### config.mk
export PLATFORM = sky130hd
export DESIGN_NAME = fadd_sched_flat
export DESIGN_NICKNAME = d
export VERILOG_FILES = /design/src/rtl/fadd_pkg.sv /design/src/rtl/fadd_sched_if.sv /design/src/rtl/fadd_core.sv /design/src/rtl/fadd_sched.sv /design/src/flat_wrapper.sv
export SDC_FILE = /design/constraint.sdc
export NUM_CORES = 1
export LEC_CHECK = 0
export ABC_AREA = 1
export BUFFER_PORTS_ARGS = -buffer_cell sky130_fd_sc_hd__buf_4
export CORE_MARGIN = 2
export CORE_UTILIZATION = 54
export CTS_CLUSTER_SIZE = 14
export DETAILED_ROUTE_END_ITERATION = 10
export GPL_ROUTABILITY_DRIVEN = 0
export PLACE_DENSITY_LB_ADDON = 0.25
export SLEW_MARGIN = 30
export SYNTH_ARGS = -nofsm -noshare
export SYNTH_HDL_FRONTEND = slang
export SYNTH_SLANG_ARGS = --single-unit
### constraint.sdc
create_clock -name clk -period 5.99 [get_ports clk]
set_input_delay 0.2995 -clock clk [delete_from_list [all_inputs] [get_ports clk]]
set_output_delay 0.2995 -clock clk [all_outputs]
set_load 0.01 [all_outputs]
### src/rtl/fadd_pkg.sv
// Field layout, FSM state type and helpers shared by the fadd_sched block.
package fadd_pkg;

    localparam int SIGN_BIT = 31;
    localparam int EXP_MSB  = 30;
    localparam int EXP_LSB  = 23;
    localparam int FRAC_W   = 23;

    typedef enum logic [1:0] {IDLE, CALC, DONE} state_t;

    // +0 and -0 only; a zero exponent with a nonzero fraction is not a zero here.
    function automatic logic is_zero(input logic [31:0] v);
        return (v[EXP_MSB:EXP_LSB] == '0) && (v[FRAC_W-1:0] == '0);
    endfunction

endpackage

### src/rtl/fadd_sched_if.sv
// Request/result bundle between the requesters/consumer and the fadd_sched scheduler.
interface fadd_sched_if #(
    parameter int NREQ = 4,
    parameter int IDW  = 2
);
    logic [NREQ-1:0]      req_valid;
    logic [NREQ-1:0]      req_ready;
    logic [32*NREQ-1:0]   req_a;
    logic [32*NREQ-1:0]   req_b;
    logic                 res_valid;
    logic                 res_ready;
    logic [31:0]          res_x;
    logic [IDW-1:0]       res_id;
    logic                 res_err;

    modport master (
        output req_valid, req_a, req_b, res_ready,
        input  req_ready, res_valid, res_x, res_id, res_err
    );

    modport slave (
        input  req_valid, req_a, req_b, res_ready,
        output req_ready, res_valid, res_x, res_id, res_err
    );
endinterface

### src/rtl/fadd_core.sv
// Combinational align/add/normalize for same-sign singles; expects exp(i_a) >= exp(i_b), truncating.
module fadd_core
    import fadd_pkg::*;
(
    input  logic [31:0] i_a,
    input  logic [31:0] i_b,
    output logic [31:0] o_x,
    output logic        o_err
);
    logic [7:0]        w_ea;
    logic [7:0]        w_eb;
    logic [7:0]        w_d;
    logic [7:0]        w_ex;
    logic [24:0]       w_mb;
    logic [24:0]       w_sum;
    logic [FRAC_W-1:0] w_fx;

    assign w_ea  = i_a[EXP_MSB:EXP_LSB];
    assign w_eb  = i_b[EXP_MSB:EXP_LSB];
    assign w_d   = w_ea - w_eb;
    assign w_mb  = {2'b01, i_b[FRAC_W-1:0]} >> w_d;
    assign w_sum = {2'b01, i_a[FRAC_W-1:0]} + w_mb;
    // A carry out renormalises by one place; exponent wraps on overflow.
    assign w_ex  = w_ea + {7'd0, w_sum[24]};
    assign w_fx  = w_sum[24] ? w_sum[23:1] : w_sum[22:0];

    assign o_x   = {i_a[SIGN_BIT], w_ex, w_fx};
    assign o_err = i_a[SIGN_BIT] ^ i_b[SIGN_BIT];
endmodule

### src/rtl/fadd_sched.sv
// Round-robin scheduler sharing one fadd_core among NREQ requesters.
// Optional FADD_ZERO_BYPASS_EN: +/-0 operands bypass the adder and pass the other operand through.
module fadd_sched
    import fadd_pkg::*;
#(
    parameter int NREQ = 4,
    parameter int IDW  = 2
) (
    input  logic         clk,
    input  logic         rst,
    fadd_sched_if.slave  bus
);
    localparam int unsigned N = NREQ;

    state_t          r_state;
    logic [IDW-1:0]  r_rr_ptr;
    logic [IDW-1:0]  r_id;
    logic [31:0]     r_op_a;
    logic [31:0]     r_op_b;
    logic            r_res_valid;
    logic [31:0]     r_res_x;
    logic [IDW-1:0]  r_res_id;
    logic            r_res_err;

    logic            w_any;
    logic [IDW-1:0]  w_grant;
    logic [NREQ-1:0] w_req_ready;
    logic [31:0]     w_a;
    logic [31:0]     w_b;
    logic [31:0]     w_core_x;
    logic            w_core_err;
    logic [31:0]     w_x;
    logic            w_err;

    always_comb begin
        int unsigned idx;
        idx     = 0;
        w_any   = 1'b0;
        w_grant = '0;
        for (int unsigned k = 1; k <= N; k++) begin
            idx = (32'(r_rr_ptr) + k) % N;
            if (!w_any && bus.req_valid[IDW'(idx)]) begin
                w_any   = 1'b1;
                w_grant = IDW'(idx);
            end
        end
    end

    always_comb begin
        w_req_ready = '0;
        if (r_state == IDLE && w_any && !rst) begin
            w_req_ready[w_grant] = 1'b1;
        end
    end

    assign w_a = bus.req_a[32*w_grant +: 32];
    assign w_b = bus.req_b[32*w_grant +: 32];

    fadd_core u_core (
        .i_a   (r_op_a),
        .i_b   (r_op_b),
        .o_x   (w_core_x),
        .o_err (w_core_err)
    );

`ifdef FADD_ZERO_BYPASS_EN
    always_comb begin
        w_x   = w_core_x;
        w_err = w_core_err;
        if (is_zero(r_op_b)) begin
            w_x   = r_op_a;
            w_err = 1'b0;
        end else if (is_zero(r_op_a)) begin
            w_x   = r_op_b;
            w_err = 1'b0;
        end
    end
`else
    assign w_x   = w_core_x;
    assign w_err = w_core_err;
`endif

    always_ff @(posedge clk) begin
        if (rst) begin
            r_state     <= IDLE;
            r_rr_ptr    <= IDW'(NREQ - 1);
            r_id        <= '0;
            r_op_a      <= '0;
            r_op_b      <= '0;
            r_res_valid <= 1'b0;
            r_res_x     <= '0;
            r_res_id    <= '0;
            r_res_err   <= 1'b0;
        end else begin
            case (r_state)
                IDLE: begin
                    if (w_any) begin
                        if (w_b[EXP_MSB:EXP_LSB] > w_a[EXP_MSB:EXP_LSB]) begin
                            r_op_a <= w_b;
                            r_op_b <= w_a;
                        end else begin
                            r_op_a <= w_a;
                            r_op_b <= w_b;
                        end
                        r_id     <= w_grant;
                        r_rr_ptr <= w_grant;
                        r_state  <= CALC;
                    end
                end
                CALC: begin
                    r_res_x     <= w_x;
                    r_res_id    <= r_id;
                    r_res_err   <= w_err;
                    r_res_valid <= 1'b1;
                    r_state     <= DONE;
                end
                DONE: begin
                    if (bus.res_ready) begin
                        r_res_valid <= 1'b0;
                        r_state     <= IDLE;
                    end
                end
                default: r_state <= IDLE;
            endcase
        end
    end

    assign bus.req_ready = w_req_ready;
    assign bus.res_valid = r_res_valid;
    assign bus.res_x     = r_res_x;
    assign bus.res_id    = r_res_id;
    assign bus.res_err   = r_res_err;
endmodule

### src/flat_wrapper.sv
// flat-port wrapper written by rule: the top's interface ports become plain ports
module fadd_sched_flat import fadd_pkg::*;
#(
    parameter int NREQ = 4,
    parameter int IDW  = 2
)
  (clk, rst, bus_req_valid, bus_req_a, bus_req_b, bus_res_ready, bus_req_ready, bus_res_valid, bus_res_x, bus_res_id, bus_res_err);
  fadd_sched_if #(.NREQ(NREQ), .IDW(IDW)) bus_i ();
  input  logic clk;
  input  logic rst;
  input wire logic [$bits(bus_i.req_valid)-1:0] bus_req_valid;
  input wire logic [$bits(bus_i.req_a)-1:0] bus_req_a;
  input wire logic [$bits(bus_i.req_b)-1:0] bus_req_b;
  input wire logic [$bits(bus_i.res_ready)-1:0] bus_res_ready;
  output wire logic [$bits(bus_i.req_ready)-1:0] bus_req_ready;
  output wire logic [$bits(bus_i.res_valid)-1:0] bus_res_valid;
  output wire logic [$bits(bus_i.res_x)-1:0] bus_res_x;
  output wire logic [$bits(bus_i.res_id)-1:0] bus_res_id;
  output wire logic [$bits(bus_i.res_err)-1:0] bus_res_err;
  assign bus_i.req_valid = bus_req_valid;
  assign bus_i.req_a = bus_req_a;
  assign bus_i.req_b = bus_req_b;
  assign bus_i.res_ready = bus_res_ready;
  assign bus_req_ready = bus_i.req_ready;
  assign bus_res_valid = bus_i.res_valid;
  assign bus_res_x = bus_i.res_x;
  assign bus_res_id = bus_i.res_id;
  assign bus_res_err = bus_i.res_err;
  fadd_sched #(.NREQ(NREQ), .IDW(IDW)) u_core (.clk(clk), .rst(rst), .bus(bus_i));
endmodule
==> metrics.txt <==
status=completed; commonest cells after routing, fill and taps aside=923 x sky130_fd_sc_hd__nand2_1, 320 x sky130_fd_sc_hd__buf_4, 317 x sky130_fd_sc_hd__nand3_1; syn nets=2433; total clock buffers created by CTS=9; asr flop ratio synth=0; global-route wire length before repair=60550 µm; vias per cell=5.478; x dimension of the die=148.2 µm; Port Buffer Count=302; launch point of the worst hold path=bus_res_ready; Max H-tree Level=3; post-route fraction of the period consumed by the critical path=0.9002; Die ar.=21950 µm²; number of iterations in the first detailed-routing pass=9; slowest cell on the critical path=sky130_fd_sc_hd__fa_1; maximum fanout encountered on the critical timing path=24; FF-to-FF End=u_core.bus.res_x[29]; final-report hold violation count=0; largest net degree at the start of global routing=105; cell row count=52; setup bufs post-CTS=0; antenna violations before repair=0; Hold Path Sink=u_core.bus.res_valid; post-synthesis average cell area=5.274 µm²; Setup crit start=u_core.r_op_a[23]; Core Region=20300 µm²; CP dominant cell by count=sky130_fd_sc_hd__nand3_1; Worst setup EP type=flip-flop; R2R Setup Slk=0.60 ns; vias after detailed routing=approximately 14000; maximum achievable frequency=roughly 0.19 GHz; remaining max-slew budget at the tightest pin=0.3490; number of remaining DRC errors=0; Hold Path Cell Cnt=2; post-synthesis cell count=2128; total grt overflow=0; total routed wirelength=37170 µm; Cell variety after synth=37; clock tree root buffer cell=sky130_fd_sc_hd__clkbuf_16; Worst Reg2Reg Path Length in Cells=32; Synth Register Bits=106; count of pins on the block boundary=303; clock tree skew after final layout=between 0.009 and 0.01 ns; Ys Warns=0; Setup Total Neg Slack=0 ns; worst path required time=between 6 and 7 ns; Reg2Reg Launch Point=u_core.r_op_a[23]; number of buffers inserted for hold repair after clock tree synthesis=0; Die Y-Extent=148.2 µm; clock tree sinks=roughly 110; growth of design area from synthesis to finish=21.64%; number of resized instances in the post-cts repair step=0; category of the critical setup timing path=reg -> reg; count of flip-flops with a built-in enable after synthesis=0; Final Max Tran Viols=0; fraction of final layout cells sized beyond drive strength 1=0.1517; DRC marker count from the first detailed-route iteration=around 1500; effective utilization at floorplan=0.5528; antenna diode count=0; vias in the first global route=12950; clock tree from TritonCTS=done; setup repair after global routing missed its margin=false; transition time at the pin with the least slew margin=0.9765 ns; average wire length per cell after detail routing=14.28 µm; most used flip-flop cell after synthesis=sky130_fd_sc_hd__dfxtp_1; final-report setup violation count=0; type of the tightest min-delay check=in -> reg; half-perimeter wire length after detailed placement=28630 µm; reported max-cap violation count=0; Global Route Usage Sum=0.3334; Worst Setup Start Kind=flip-flop; post-synthesis instance area=11220 µm²; clock insertion delay at the later pin of the skew report=around 0.37 ns; NumNets Final=around 2600; most common cell after layout, fill and taps aside=sky130_fd_sc_hd__nand2_1; Antenna Violating Nets Remaining=0; final worst path period need=5.392 ns; share of synthesized area occupied by flip-flops and latches=0.1891; largest stage delay on the critical path=0.43 ns; clock slew seen by the registers of the worst setup and hold paths=0.07 ns; arrival time of data at the critical path endpoint=5.65 ns; number of buffers on the longest clock path=2
-- through the flow --
step | std cells | cell area (µm²) | hold slack [ns] | worst slack, ns | utilization
floorplan | 2128 | 11220 | 0.3941 | 1.403 | -
finish | 2603 | 13650 | 0.1176 | 0.5976 | 0.6725
detailed placement | 2587 | 13350 | 0.4562 | 0.7610 | 0.6578
CTS | 2603 | 13650 | 0.1138 | 0.7114 | 0.6724
global route | 2603 | 13650 | 0.1204 | 0.003953 | 0.6725
global placement | 2587 | 13350 | 0.4518 | 0.9337 | 0.6578
-- sequential cells by signal (all words and copies together) (netlist names) --
name and cells:
u_core.r_op_a 32, u_core.r_state 2, u_core.r_rr_ptr 2, u_core.bus.res_err 1, u_core.r_id 2, u_core.bus.res_id 2, u_core.r_op_b 32, u_core.bus.res_valid 1
u_core.bus.res_x 32
-- worst max-delay path by stage --
| stage | slack, ns | to |
|---|---|---|
| final | 0.60 | u_core.bus.res_x[29] |
| after global routing | 0.004 | u_core.bus.res_x[29] |
| after CTS | 0.71 | u_core.bus.res_x[29] |
| after detailed placement | 0.76 | u_core.bus.res_x[29] |
| after global placement | 0.93 | u_core.bus.res_x[29] |
| after floorplan | 1.40 | u_core.bus.res_x[29] |
-- synth_stat cells, types with 2 or more instances --
library cell               instances  area (µm²)
sky130_fd_sc_hd__xnor2_1          14       122.6
sky130_fd_sc_hd__fa_1              2       40.04
sky130_fd_sc_hd__nand2_2           4       25.02
sky130_fd_sc_hd__nand4_2           2       25.02
sky130_fd_sc_hd__a21o_1            2       15.01
sky130_fd_sc_hd__nor2_1          186       698.2
sky130_fd_sc_hd__nand4_1          62       387.9
sky130_fd_sc_hd__clkbuf_1         51       191.4
sky130_fd_sc_hd__o21ai_0          38       190.2
sky130_fd_sc_hd__o211ai_1          4       30.03
sky130_fd_sc_hd__nand3_1         317        1587
sky130_fd_sc_hd__xor2_1           12       105.1
sky130_fd_sc_hd__nand2_1         925        3472
sky130_fd_sc_hd__inv_1           159       596.8
sky130_fd_sc_hd__clkinv_1          3       11.26
sky130_fd_sc_hd__buf_6             9       101.4
sky130_fd_sc_hd__buf_2            48       240.2
sky130_fd_sc_hd__buf_1            15       56.30
sky130_fd_sc_hd__dfxtp_1         106        2122
sky130_fd_sc_hd__nor3_1            9       45.04
sky130_fd_sc_hd__ha_1             40       500.5
sky130_fd_sc_hd__inv_2             4       15.01
sky130_fd_sc_hd__buf_4             8       60.06
sky130_fd_sc_hd__o21ai_1           5       25.02
sky130_fd_sc_hd__a21oi_1          90       450.4
sky130_fd_sc_hd__a211oi_1          2       15.01
-- per-layer routing --
| layer | track usage | routed length [µm] | share of wire |
|---|---|---|---|
| met4 | 0.1562 | 1708 | 0.046 |
| met2 | 0.5551 | 17250 | 0.46 |
| met1 | 0.4158 | 15040 | 0.40 |
| met3 | 0.06534 | 3168 | 0.085 |
| met5 | 0 | 0 | 0 |
-- cell type report --
cell class / count / area, µm²
Tap cell: 270 / 337.8
Timing Repair Buffer: 320 / 2402
Fill cell: 1989 / 6649
Inverter: 166 / 625.6
Sequential cell: 106 / 2122
Clock buffer: 11 / 232.7
Clock inverter: 5 / 63.81
Multi-Input combinational cell: 1725 / 7866
-- worst max-delay path: cells and delay by family (launching register included) --
kind	cells	cell delay (ns)
AO/OA/AOI/OAI	6	0.99
buffers and inverters	7	0.99
AND/OR/NAND/NOR	13	1.57
flip-flops	1	0.32
XOR/XNOR	1	0.09
adder cells (fa/ha/maj)	5	1.33
-- cell families (layout without fill, tap and decap cells) --
kind of cell,Yosys count,count (layout),share of synthesized area
AO/OA/AOI/OAI,144,144,0.06678
buffers and inverters,297,502,0.1134
flip-flops,106,106,0.1891
AND/OR/NAND/NOR,1512,1512,0.5608
adder cells (fa/ha/maj),42,42,0.04817
XOR/XNOR,27,27,0.02174
Power is left out: the tool's default activity adds up to more than one toggle a clock period on the data nets, which glitch-free logic cannot reach.
